`src/rtl/sm4_key_sched_ctrl.sv`:
```
// rtl/sm4_key_sched_ctrl.sv - SM4 key expansion sequencer with streamed round keys
// Optional 32-entry round-key buffer enabled by defining SM4_KEY_BUF_EN.

module sm4_get_cki (
    input  logic        clk,
    input  logic        rst,
    input  logic        en,
    input  logic [4:0]  addr,
    output logic [31:0] cki_out
);
    // CK byte j of round i is (4*i+j)*7 mod 256
    function automatic logic [31:0] ck_of(input logic [4:0] i);
        logic [31:0] v;
        logic [7:0]  n;
        v = '0;
        for (int j = 0; j < 4; j++) begin
            n = {1'b0, i, 2'(j)};
            v[31 - 8*j -: 8] = n * 8'd7;
        end
        return v;
    endfunction

    always_ff @(posedge clk) begin
        if (rst) begin
            cki_out <= '0;
        end else if (en) begin
            cki_out <= ck_of(addr);
        end
    end
endmodule

module sm4_key_sched_ctrl #(
    parameter int NROUNDS = 32
) (
    input  logic         clk,
    input  logic         rst,
    input  logic         start,
    input  logic [127:0] mk,
    output logic         busy,
    output logic [31:0]  tau_in,
    input  logic [31:0]  tau_out,
    output logic         rk_valid,
    input  logic         rk_ready,
    output logic [31:0]  rk_out,
    output logic [4:0]   rk_idx,
    output logic         done,
    input  logic [4:0]   rk_rd_addr,
    output logic [31:0]  rk_rd_data,
    output logic         key_buf_vld
);
    typedef enum logic [1:0] {IDLE, LOAD, RUN, DRAIN} state_t;

    localparam logic [4:0] LAST = 5'(NROUNDS - 1);

    state_t      state_q, state_d;
    logic [31:0] k0, k1, k2, k3;
    logic [4:0]  idx;
    logic [4:0]  r;
    logic [31:0] cki_out;
    logic [31:0] new_k;
    logic        adv, run_adv, start_acc, rom_en;

    function automatic logic [31:0] l_prime(input logic [31:0] b);
        return b ^ {b[18:0], b[31:19]} ^ {b[8:0], b[31:9]};
    endfunction

    assign busy      = (state_q != IDLE);
    assign tau_in    = k1 ^ k2 ^ k3 ^ cki_out;
    assign new_k     = k0 ^ l_prime(tau_out);
    assign adv       = ~rk_valid | rk_ready;
    assign run_adv   = (state_q == RUN) & adv;
    assign start_acc = (state_q == IDLE) & start;
    // ROM only re-reads when a round is consumed, so CK[r] survives a stall
    assign rom_en    = (state_q == LOAD) | run_adv;

    sm4_get_cki u_get_cki (
        .clk     (clk),
        .rst     (rst),
        .en      (rom_en),
        .addr    (idx),
        .cki_out (cki_out)
    );

    always_ff @(posedge clk) begin
        if (rst) begin
            state_q <= IDLE;
        end else begin
            state_q <= state_d;
        end
    end

    always_comb begin
        state_d = state_q;
        case (state_q)
            IDLE:    if (start) state_d = LOAD;
            LOAD:    state_d = RUN;
            RUN:     if (adv && (r == LAST)) state_d = DRAIN;
            DRAIN:   if (rk_ready) state_d = IDLE;
            default: state_d = IDLE;
        endcase
    end

    always_ff @(posedge clk) begin
        if (rst) begin
            k0       <= '0;
            k1       <= '0;
            k2       <= '0;
            k3       <= '0;
            idx      <= '0;
            r        <= '0;
            rk_out   <= '0;
            rk_idx   <= '0;
            rk_valid <= 1'b0;
            done     <= 1'b0;
        end else begin
            done <= 1'b0;
            if (start_acc) begin
                k0  <= mk[127:96] ^ 32'hA3B1BAC6;
                k1  <= mk[95:64]  ^ 32'h56AA3350;
                k2  <= mk[63:32]  ^ 32'h677D9197;
                k3  <= mk[31:0]   ^ 32'hB27022DC;
                idx <= '0;
                r   <= '0;
            end
            if (state_q == LOAD) begin
                idx <= idx + 5'd1;
            end
            if (run_adv) begin
                k0       <= k1;
                k1       <= k2;
                k2       <= k3;
                k3       <= new_k;
                rk_out   <= new_k;
                rk_idx   <= r;
                rk_valid <= 1'b1;
                r        <= r + 5'd1;
                idx      <= idx + 5'd1;
            end
            if ((state_q == DRAIN) && rk_ready) begin
                rk_valid <= 1'b0;
                done     <= 1'b1;
            end
        end
    end

`ifdef SM4_KEY_BUF_EN
    logic [31:0] key_buf [32];

    always_ff @(posedge clk) begin
        if (run_adv) begin
            key_buf[r] <= new_k;
        end
    end

    always_ff @(posedge clk) begin
        if (rst) begin
            rk_rd_data  <= '0;
            key_buf_vld <= 1'b0;
        end else begin
            rk_rd_data <= key_buf[rk_rd_addr];
            if (start_acc) begin
                key_buf_vld <= 1'b0;
            end else if ((state_q == DRAIN) && rk_ready) begin
                key_buf_vld <= 1'b1;
            end
        end
    end
`else
    logic unused_rd_addr;
    assign unused_rd_addr = ^rk_rd_addr;
    assign rk_rd_data     = '0;
    assign key_buf_vld    = 1'b0;
`endif

endmodule

```
`config.mk`:
```
export PLATFORM = sky130hd
export DESIGN_NAME = sm4_key_sched_ctrl
export DESIGN_NICKNAME = d
export VERILOG_FILES = /design/src/rtl/sm4_key_sched_ctrl.sv
export SDC_FILE = /design/constraint.sdc
export NUM_CORES = 1
export LEC_CHECK = 0
export ABC_AREA = 1
export CAP_MARGIN = 20
export CORE_UTILIZATION = 50
export DETAILED_ROUTE_END_ITERATION = 16
export PLACE_DENSITY = 0.8
export RECOVER_POWER = 100
export SLEW_MARGIN = 20
export SYNTH_ARGS = -nofsm -noshare
export SYNTH_HDL_FRONTEND = slang
export SYNTH_SLANG_ARGS = --single-unit
```
`constraint.sdc`:
```
create_clock -name clk -period 2.7 [get_ports clk]
set_clock_uncertainty 0.2 [all_clocks]
set_input_delay 0.405 -clock clk [delete_from_list [all_inputs] [get_ports clk]]
set_output_delay 0.405 -clock clk [all_outputs]
set_load 0.02 [all_outputs]
```
# --- Word-level counts from Yosys, hierarchy flattened ---
# Index checks and enable logic that the tools add are counted.
word_totals:
  ff_bits: 208
  inputBits: 169
  out_inout_bits: 105
  elab_cells: 65
op_classes:
  add_sub_neg: 2
  multipliers: 4
  eq_ne: 7
  muxes: 17
  bitwise_logic: 15
  n_reduce_logical: 8
op_table:
  columns: ["operator", "n"]
  rows:
  - ["32-bit two-way mux", 8]
  - ["32-bit bitwise XOR", 6]
  - ["14-bit inverter", 2]
  - ["5-bit two-way mux", 4]
  - ["19-bit inverter", 1]
  - ["17-bit inverter", 1]
  - ["7-bit by 3-bit multiplier with 8-bit output (second input constant)", 2]
  - ["5-bit by 1-bit adder with 5-bit output (second input constant)", 2]
  - ["2-bit case mux with 4 select lines", 1]
  - ["6-bit by 3-bit multiplier with 7-bit output (second input constant)", 1]
  - ["5-bit by 3-bit multiplier with 6-bit output (second input constant)", 1]
  - ["2-bit two-way mux", 3]
  - ["5-bit equality test (second input constant)", 1]
  - ["2-bit equality test (second input constant)", 2]
  - ["2-bit != test (second input constant)", 2]
  - ["2-bit nonzero test", 2]
  - ["3-bit AND reduction", 1]
  - ["3-bit nonzero test", 1]
  - ["1-bit bitwise AND", 2]
  - ["2-bit by 1-bit equality test with 1-bit output (second input constant)", 1]
  - ["1-bit logical AND", 2]
  - ["2-bit logical NOT", 1]
  - ["2-bit by 1-bit != test with 1-bit output (second input constant)", 1]
  - ["1-bit OR", 2]
  - ["other kinds (3)", 3]

# --- Depth between registers and ports, before layout ---
# Gate-level depths: netlist of the first run.
depth:
  depth_word: 5
  mapped_depth: 12
  depth_no_buf: 12

# --- Modules after synthesis ---
# Synthesis of the first run repeated with hierarchy kept, for this count alone.
unflattened:
  hier_cells: 2056
  area_unflattened_um2: 12569.6
by_module_without_submodules:
  columns: ["mod", "n_inst", "cells_each", "area_per_inst_um2", "seq_area_each_um2"]
  rows:
  - ["sm4_key_sched_ctrl", 1, 1860, 11130.7, 3583.4]
  - ["sm4_get_cki", 1, 196, 1438.9, 460.4]

# --- Least setup slack after synthesis of the first run ---
# No wires, ideal clock.
synth_path:
  kind: "reg2reg"
  startpoint: "reg idx[3]"
  endpoint: "reg u_get_cki.cki_out[15]"
  setup_ps: 114
  t_arrival_ps: 2016
  required_time_ps: 2386
  path_slack_ps: 370
  stages_incl_launch_ff: 9
  path_buffers: 0
  cell_sequence: "dfxtp_1 fa_1 ha_1 a21oi_1 o21ai_0 nand2_1 nand2_1 o21bai_1 inv_1"
synth_between:
  elab_chain_len: 1
synth_rtl:
  columns: ["element", "line_no", "rtl"]
  rows:
  - ["from (decl)", "57", "logic [4:0] idx;"]
  - ["from (signal assigned)", "126", "idx <= idx + 5'd1;"]
  - ["from (signal assigned)", "137", "idx <= idx + 5'd1;"]
  - ["6-bit by 3-bit multiplier with 7-bit output", "18", "v[31 - 8*j -: 8] = n * 8'd7;"]
  - ["to (signal assigned)", "27", "cki_out <= ck_of(addr);"]
  - ["to (decl)", "9", "output logic [31:0] cki_out"]
# Every way passes these cells.
# A chain may end at the register's enable or synchronous reset.

# --- Worst setup path in the final report of the first run ---
layout_path:
  startpoint: "reg k3[12]"
  endpoint: "out tau_in[12]"
layout_between:
  elab_chain_len: 2
layout_rtl:
  columns: ["element", "line_no", "rtl"]
  rows:
  - ["from (decl)", "56", "logic [31:0] k0, k1, k2, k3;"]
  - ["from (signal assigned)", "121", "k3 <= mk[31:0] ^ 32'hB27022DC;"]
  - ["from (signal assigned)", "132", "k3 <= new_k;"]
  - ["32-bit bitwise XOR (2 in a row)", "68", "assign tau_in = k1 ^ k2 ^ k3 ^ cki_out;"]
  - ["to (decl)", "40", "output logic [31:0] tau_in,"]
# Every way passes these cells.

==> results of run 1 <==
-- worst register-to-register path, stage by stage (launching register included) --
cell and delay (ps):
dfxtp_1 390, inv_1 100, ha_1 250, nand2_1 470, nand2_2 280, clkbuf_4 360
o21ai_0 310, a21oi_1 100
-- power by group through the flow --
stage	Combinational (mW)	Clock, mW	Sequential, mW
after global routing	9.78	3.22	5.35
after CTS	9.35	3.09	5.21
after detailed placement	9.26	0	5.26
final	9.04	3.07	5.23
after floorplan	5.92	0	5.05
after global placement	9.17	0	5.21
-- repair_timing --
item / in CTS / in global routing
resized for setup: 0 / 1
setup buffers: 0 / 0
setup endpoints to repair: 0 / 1
-- stage by stage --
stage,utilization [%],setup slack [ps],cells,hold slack (ps),cell area (sq um)
after floorplan,-,370,1461,251,11100
after global placement,62.7,230,1875,253,13300
after detailed placement,62.7,231,1875,258,13300
after CTS,66.1,10.3,1912,262,14100
after global routing,65.9,7.18,1913,285,14000
final,65.9,70.6,1913,262,14000
-- cells in the final DEF (no fill, tap or decap), types with 2 or more instances in the layout --
| master | synthesis | routed |
|---|---|---|
| nor2_1 | 147 | 147 |
| dlygate4sd3_1 | 0 | 62 |
| xnor2_1 | 133 | 133 |
| o21bai_1 | 3 | 3 |
| nand2_4 | 10 | 11 |
| inv_1 | 63 | 63 |
| xor2_1 | 30 | 30 |
| o211ai_1 | 6 | 6 |
| nor3_1 | 4 | 4 |
| nand2_2 | 3 | 2 |
| conb_1 | 1 | 33 |
| fa_1 | 8 | 8 |
| clkinv_2 | 0 | 5 |
| clkbuf_8 | 0 | 7 |
| dfxtp_1 | 202 | 201 |
| clkdlybuf4s50_1 | 0 | 172 |
| buf_4 | 37 | 13 |
| nand3b_1 | 2 | 2 |
| a21oi_2 | 20 | 16 |
| buf_12 | 2 | 6 |
| clkbuf_1 | 48 | 4 |
| nand3_1 | 12 | 12 |
| clkbuf_2 | 0 | 2 |
| nand2_1 | 267 | 267 |
| o21ai_1 | 5 | 5 |
| inv_2 | 4 | 3 |
| o21ai_0 | 167 | 167 |
| ha_1 | 17 | 17 |
| a21oi_1 | 68 | 72 |
| a31oi_1 | 46 | 46 |
| a211oi_1 | 55 | 55 |
| clkbuf_16 | 0 | 23 |
| nand2b_1 | 32 | 32 |
-- registers in the layout (all words and copies together), names as in the netlist, 2 cells and up --
register and count:
k0 32, k2 32, k1 32, k3 32
rk_idx 5, rk_out 32, r 5, idx 5
u_get_cki.cki_out 23, state_q 2
-- cell families after synthesis --
kind of cell / count (synthesis) / synth area share (%)
and+or+nand+nor: 478 / 18.1
AOI/OAI and AO/OA: 370 / 19.6
DFF: 202 / 36.9
buffers and inverters: 190 / 8.95
xor gates and xnor gates: 163 / 13.0
adders and majority gates: 25 / 3.40
other: 1 / 0.0342
-- final cells by class --
class	count	area [sq um]
clock buffers	31	676
repair buffers	261	2610
diodes	1	2.50
clock inverters	6	57.6
fillers	1834	7250
well taps	275	344
inverters	68	259
multi-input cells	1069	6050
flip-flops and latches	202	4050
-- final timing paths --
path              slack, ps    endpoint  startpoint
hold / removal          260   rk_out[1]   rk_out[1]
setup / recovery         70  tau_in[12]      k3[12]
hold reg to reg         260   rk_out[1]   rk_out[1]
setup reg to reg        130       k3[3]  state_q[0]
-- metal layers --
layer,GRT usage [%],part of all wire (%),up-vias
li1,-,-,5012
met1,40.0,42,4870
met2,50.6,46,439
met3,4.66,8.0,75
met4,11.4,3.8,0
met5,0,0,-
==> metrics.md, run 1 <==
| Metric | Value |
|---|---|
| Via Count | 10396 |
| Final #Nets | 1818 |
| CTS root buf | clkbuf_16 |
| Total Power | 17.3 mW |
| EDFF count, synth | 0 |
| Fmax | 380 MHz |
| Fin. Hold Viols | 0 |
| Critical Path Start Type | flip-flop |
| Endpoints failing setup | 0 |
| TritonCTS Buffers | 22 |
| Post-DP HPWL | 25200 microns |
| Psw | 7.52 mW |
| Most frequent cell after synthesis | nand2_1 |
| Area of the die | 22500 sq um |
| Worst Max-Slew Pin Slew | 674 ps |
| Total gr overflow | 0 |
| Worst vdd ir | 0.000893 V |
| Hold-fix buffers, CTS | 0 |
| Share of the synthesized area in the top cell type | 36.9% |
| CTS tree | built |
| Int Pwr | 9.83 mW |
| Most frequent CP cell | xnor2_1 |
| Family with the most delay on the worst path | buffers and inverters |
| Area Overhead vs Synth | 28.0% |
| Largest net degree at the start of global routing | 66 |
| Slowest stage cell, crit path | clkdlybuf4s50_1 |
| Sw Ratio | 43.3% |
| Flop pwr share | 30.2% |
| Synth Cell Area | 11000 sq um |
| Worst Setup End Kind | output pin |
| Final min period | 2630 ps |
| RSZ-0062 raised after global routing | false |
| Dominant cells by area after synthesis | dfxtp_1 37%, xnor2_1 11%, nand2_1 9.1% |
| Power per cell area | 1240 nW/um^2 |
| #FFs+latches synth | 202 |
| Max Transition Viols Final | 0 |
| FF-to-FF path depth | 7 |
| Max-capacitance violation count | 0 |
| Setup_tns | 0 ps |
| Layout cells sized above 1 | 5.86% |
| Combinational Power Share | 52.1% |
| Hold Path Depth | 2 |
| HP Class | reg2reg |
| Synth top cells by count | 267 x nand2_1, 202 x dfxtp_1, 167 x o21ai_0 |
| Seq/Total Area, Yosys | 36.9% |
| Slew margin rel. | 55.1% |
| Router iterations before antenna repair | 5 |
| Antenna violation net count after detailed routing | 0 |
| Antenna violations before repair | 1 |
| CP Buf/Inv Count | 1 |
| # rows | 53 |
| Ys flop type | dfxtp_1 |
| Drt initial violations | 817 |
| Post-synth top area cell | dfxtp_1 |
| Critical path type | reg2out |
| H-tree depth | 1 |
| # port buffers | 235 |
| Sink Count | 202 |
| Crit share post-route | 97.4% |
| Post-synthesis cell type count | 31 |
| Crit path max fanout | 3 |
| Reg clk slew, reported paths | 60 ps |
| Placer congestion estimate | 0.918 |
| Max incr delay on CP | 670 ps |
| Die H | 150 microns |
| Worst path depth | 3 |
| Critical path, cell by cell | xnor2_1 > xnor2_1 > clkdlybuf4s50_1 |
| DR vias/cell | 5.43 |
| Drt drc | 0 |
| Routed len/inst | 18.2 microns |
| Initial Utilization | 51.5% |
| Worst-case clock buffer depth | 3 |
| Aggregate routed wire length | 34900 microns |
| Status | finished, final reports clean |
| GRT Util Overall | 30.6% |
| Insertion delay to the later sink of the worst-skew pair | 500 ps |
| First-pass GRT wire length | 52600 microns |
| Arr. time, crit path | 2020 ps |
| Post-Synthesis Cells | 1429 |
| Yosys warns | 0 |
| Number of global-route vias before repair | 9669 |
| Core area | 21300 sq um |
| Syn_area_per_cell | 7.67 sq um |
| Pleak | 5.78 nW |
| Required @ worst endpoint | 2100 ps |
| Chip width | 150 microns |
| Clk network pwr share | 17.7% |
| Post-synthesis async set-or-reset flop share | 0% |
| I/O Pins | 274 |
(Power assumes the default switching activity.)
==> run 2, diff against run 1 <==
==> constraint.sdc (replaced) <==
create_clock -name clk -period 2.7 [get_ports clk]
set_clock_uncertainty 0.2 [all_clocks]
set_input_delay 0.27 -clock clk [delete_from_list [all_inputs] [get_ports clk]]
set_output_delay 0.27 -clock clk [all_outputs]
set_load 0.02 [all_outputs]
==> metrics.md, run 2 (synthesized netlist as in run 1, its figures left out) <==
| Metric | Value |
|---|---|
| Insertion delay to the later sink of the worst-skew pair | 520 ps |
| Final #Nets | 1822 |
| # port buffers | 235 |
| Antenna violations before repair | 2 |
| Layout cells sized above 1 | 5.47% |
| GRT Util Overall | 30.3% |
| Arr. time, crit path | 2170 ps |
| Die H | 150 microns |
| Slew margin rel. | 40.3% |
| Combinational Power Share | 50.8% |
| Clk network pwr share | 19.3% |
| FF-to-FF setup slack | 200 ps |
| Core area | 21300 sq um |
| Max Transition Viols Final | 0 |
| DR vias/cell | 5.44 |
| Total Power | 17.5 mW |
| Flop pwr share | 29.9% |
| Antenna violation net count after detailed routing | 0 |
| RSZ-0062 raised after global routing | false |
| TritonCTS Buffers | 23 |
| Drt drc | 0 |
| Placer congestion estimate | 0.897 |
| Reg clk slew, reported paths | 60 ps |
| Power per cell area | 1250 nW/um^2 |
| Psw | 7.59 mW |
| Worst vdd ir | 0.000949 V |
| # rows | 53 |
| Largest net degree at the start of global routing | 81 |
| Multi-input combinational cell area | 5970 sq um |
| Critical Path Start Type | flip-flop |
| Commonest non-fill, non-tap cells in the layout | 276 x nand2_1, 202 x dfxtp_1, 167 x o21ai_0 |
| Number of global-route vias before repair | 9689 |
| Area of the die | 22500 sq um |
| HP Class | in2reg |
| Postcts setup bufs | 0 |
| I/O Pins | 274 |
| Routed len/inst | 18.2 microns |
| Int Pwr | 9.94 mW |
| Critical path type | reg2out |
| Area Overhead vs Synth | 28.2% |
| FF-to-FF path depth | 8 |
| Drt initial violations | 815 |
| Fmax | 379 MHz |
| Commonest non-fill, non-tap cell in the layout | nand2_1 |
| Total gr overflow | 0 |
| First-pass GRT wire length | 52200 microns |
| Chip width | 150 microns |
| Sink Count | 202 |
| Sw Ratio | 43.3% |
| Crit path max fanout | 5 |
| CTS resizes | 0 |
| Worst Setup End Kind | output pin |
| H-tree depth | 1 |
| Endpoints failing setup | 0 |
| CTS root buf | clkbuf_16 |
| Number of fill cells in the layout | 1860 |
| Crit share post-route | 97.8% |
| Hold Path Depth | 3 |
| Status | finished, final reports clean |
| Initial Utilization | 51.5% |
| Hold-fix buffers, CTS | 0 |
| Storage cell area | 4040 sq um |
| CTS tree | built |
| Setup_tns | 0 ps |
| Final min period | 2640 ps |
| Worst Max-Slew Pin Slew | 894 ps |
| Post-DP HPWL | 25300 microns |
| Worst-case clock buffer depth | 3 |
| Via Count | 10452 |
| Aggregate routed wire length | 35000 microns |
| Fin. Hold Viols | 0 |
| Pleak | 5.77 nW |
| Required @ worst endpoint | 2230 ps |
| Max-capacitance violation count | 0 |
| Router iterations before antenna repair | 5 |
## run 2: cell types whose count changed in the layout (fill, tap and decap cells not counted), sizes merged, moves of 2 or more
cell / before / now
dlygate4sd3: 62 / 71
clkdlybuf4s50: 172 / 163
clkbuf: 37 / 35
clkinv: 5 / 9
inv: 67 / 69
bufinv: 1 / 4
buf: 21 / 23
## run 2: worst paths after layout
| path | startpoint | endpoint |
|---|---|---|
| setup / recovery | u_get_cki.cki_out[17] | tau_in[9] |
| hold / removal | mk[114] | k0[18] |
| setup reg to reg | state_q[0] | k3[3] |
| hold reg to reg | rk_out[2] | rk_out[2] |
## run 2: metal layers
| metal | vias up | track usage [%] | wire length (microns) |
|---|---|---|---|
| met3 | 94 | 5.76 | 2820 |
| met2 | 450 | 49.2 | 16000 |
| met4 | 0 | 13.3 | 1530 |
| met5 | - | 0 | 0 |
| li1 | 5015 | - | - |
| met1 | 4893 | 39.1 | 14600 |
## run 2: layout make-up
type                            count  area share (%)
Tap cell                          275            2.45
Antenna cell                        2          0.0356
Clock inverter                     14            1.37
Timing Repair Buffer              264            18.6
Multi-Input combinational cell   1069            42.5
Sequential cell                   202            28.8
Clock buffer                       28            4.44
Inverter                           68            1.83
## run 2: power groups by stage
stage / sequential (mW) / combinational [mW] / clock [mW]
after floorplan: 5.05 / 5.92 / 0
after global placement: 5.22 / 9.22 / 0
after detailed placement: 5.25 / 9.33 / 0
after CTS: 5.21 / 9.42 / 3.40
after global routing: 5.35 / 9.62 / 3.53
final: 5.24 / 8.91 / 3.38
## run 2: critical path, stage by stage, from the launching register on
cell	delay [ps]
dfxtp_1	550
xor2_1	210
xnor2_1	180
dlygate4sd3_1	710
## run 2: metrics by stage
| stage | hold WS [ps] | setup slack (ps) | util (%) | std cells | cell area (sq um) |
|---|---|---|---|---|---|
| after global routing | 125 | 32.8 | 66.0 | 1922 | 14100 |
| after detailed placement | 255 | 227 | 62.9 | 1878 | 13400 |
| after global placement | 251 | 214 | 62.9 | 1878 | 13400 |
| final | 119 | 59.2 | 66.0 | 1922 | 14100 |
| after CTS | 109 | 120 | 66.7 | 1920 | 14200 |
| after floorplan | 160 | 370 | - | 1461 | 11100 |
==> run 3, diff against run 2 <==
--- a/config.mk
+++ b/config.mk
@@ -12,4 +12,5 @@
 export PLACE_DENSITY = 0.8
 export RECOVER_POWER = 100
+export SKIP_CTS_REPAIR_TIMING = 1
 export SLEW_MARGIN = 20
 export SYNTH_ARGS = -nofsm -noshare
==> constraint.sdc (replaced) <==
create_clock -name clk -period 2.7 [get_ports clk]
set_clock_uncertainty 0.2 [all_clocks]
set_input_delay 0.54 -clock clk [delete_from_list [all_inputs] [get_ports clk]]
set_output_delay 0.54 -clock clk [all_outputs]
set_load 0.02 [all_outputs]
==> metrics.md, run 3 (synthesized netlist as in run 1, its figures left out) <==
| Metric | Value |
|---|---|
| Critical Path Start Type | flip-flop |
| Worst slack, placed | 215 ps |
| Placement-stage cell area | 13500 sq um |
| Worst vdd ir | 0.000944 V |
| Insertion delay to the later sink of the worst-skew pair | 510 ps |
| Antenna violations before repair | 4 |
| CTS root buf | clkbuf_16 |
| Area of the die | 22500 sq um |
| Final #Nets | 1824 |
| Fmax | 378 MHz |
| # port buffers | 235 |
| RSZ-0062 raised after global routing | false |
| Largest net degree at the start of global routing | 72 |
| Post-DP HPWL | 25400 microns |
| Drt drc | 0 |
| Layout cells sized above 1 | 6.08% |
| Pleak | 5.71 nW |
| Slew margin rel. | 5.18% |
| Final Worst Setup Slack | 55.4 ps |
| Crit path max fanout | 2 |
| Core area | 21300 sq um |
| Status | finished, final reports clean |
| Aggregate routed wire length | 34800 microns |
| Number of global-route vias before repair | 9857 |
| Worst Setup End Kind | output pin |
| Die H | 150 microns |
| Final min period | 2640 ps |
| H-tree depth | 1 |
| Reg clk slew, reported paths | 60 ps |
| Worst Max-Slew Pin Slew | 1420 ps |
| Sink Count | 202 |
| FF-to-FF path depth | 7 |
| Max Transition Viols Final | 0 |
| CTS tree | built |
| I/O Pins | 274 |
| TritonCTS Buffers | 22 |
| Commonest non-fill, non-tap cell in the layout | nand2_1 |
| HP Start | rk_out[2] |
| Initial Utilization | 51.5% |
| FF-to-FF setup slack | 160 ps |
| Max-capacitance violation count | 0 |
| Required @ worst endpoint | 1960 ps |
| Chip width | 150 microns |
| HP Class | reg2reg |
| R2r endpoint | k3[6] |
| First-pass GRT wire length | 53000 microns |
| Arr. time, crit path | 1900 ps |
| Critical path type | reg2out |
| Setup_tns | 0 ps |
| Total gr overflow | 0 |
| Worst-case clock buffer depth | 3 |
| Routed len/inst | 18.1 microns |
| Fin. Hold Viols | 0 |
| Design Area, Final | 14000 sq um |
| GRT Util Overall | 30.7% |
| Placer congestion estimate | 0.919 |
| Worst hold endpoint | rk_out[2] |
| # rows | 53 |
| Power per cell area | 1240 nW/um^2 |
| DR vias/cell | 5.46 |
| Via Count | 10504 |
| Commonest non-fill, non-tap cells in the layout | 276 x nand2_1, 198 x dfxtp_1, 179 x clkdlybuf4s50_1 |
| Hold Path Depth | 2 |
| Drt initial violations | 751 |
| Endpoints failing setup | 0 |
| Antenna violation net count after detailed routing | 0 |
| Reg2Reg Launch Point | state_q[0] |
| Crit share post-route | 97.9% |
| Router iterations before antenna repair | 5 |
| Area Overhead vs Synth | 27.9% |
## run 3: changes by cell type in the layout (fill, tap and decap cells not counted), sizes merged
cell,previous run,this run
clkinv,9,6
clkdlybuf4s50,163,179
inv,69,68
dlygate4sd3,71,39
diode,2,3
bufinv,4,3
clkbuf,35,56
## run 3: area by class of cell
cell class | count | area (sq um)
diodes | 3 | 7.51
repair buffers | 267 | 2590
well taps | 275 | 344
clock buffers | 30 | 642
multi-input cells | 1069 | 6000
fillers | 1829 | 7270
inverters | 68 | 259
flip-flops and latches | 202 | 4050
clock inverters | 9 | 124
## run 3: critical path: stages, from the launching register on
cell,delay [ps]
dfxtp_1,410
xor2_1,200
xnor2_1,160
clkdlybuf4s50_1,640
## run 3: metrics by stage
stage                     instances  hold slack [ps]  power (mW)  utilization, %
after floorplan                1461              251        11.0               -
after global placement         1881              253        14.5            63.2
after detailed placement       1881              254        14.7            63.2
after CTS                      1920              264        17.9            66.8
after global routing           1923              273        18.3            65.8
final                          1923              260        17.3            65.8
## run 3: worst max path at each step
stage,start,to,cells past startpoint
floorplan,idx[3],u_get_cki.cki_out[15],8
global placement,idx[2],u_get_cki.cki_out[31],7
detailed placement,rk_ready,r[2],8
CTS,u_get_cki.cki_out[17],tau_in[9],3
global route,k3[23],tau_in[23],3
finish,u_get_cki.cki_out[19],tau_in[19],3
## run 3: layer usage
layer | GRT usage (%) | up-vias | part of all wire, %
li1 | - | 5030 | -
met1 | 40.4 | 4867 | 41
met2 | 49.4 | 513 | 46
met3 | 4.02 | 94 | 8.5
met4 | 15.2 | 0 | 4.5
met5 | 0 | - | 0
## run 3: power breakdown
part	switching [mW]	internal [mW]	leakage, nW	total, mW
Combinational	5.18	3.68	3.67	8.86
Sequential	1.14	4.13	1.66	5.27
Clock	1.26	1.95	0.382	3.21
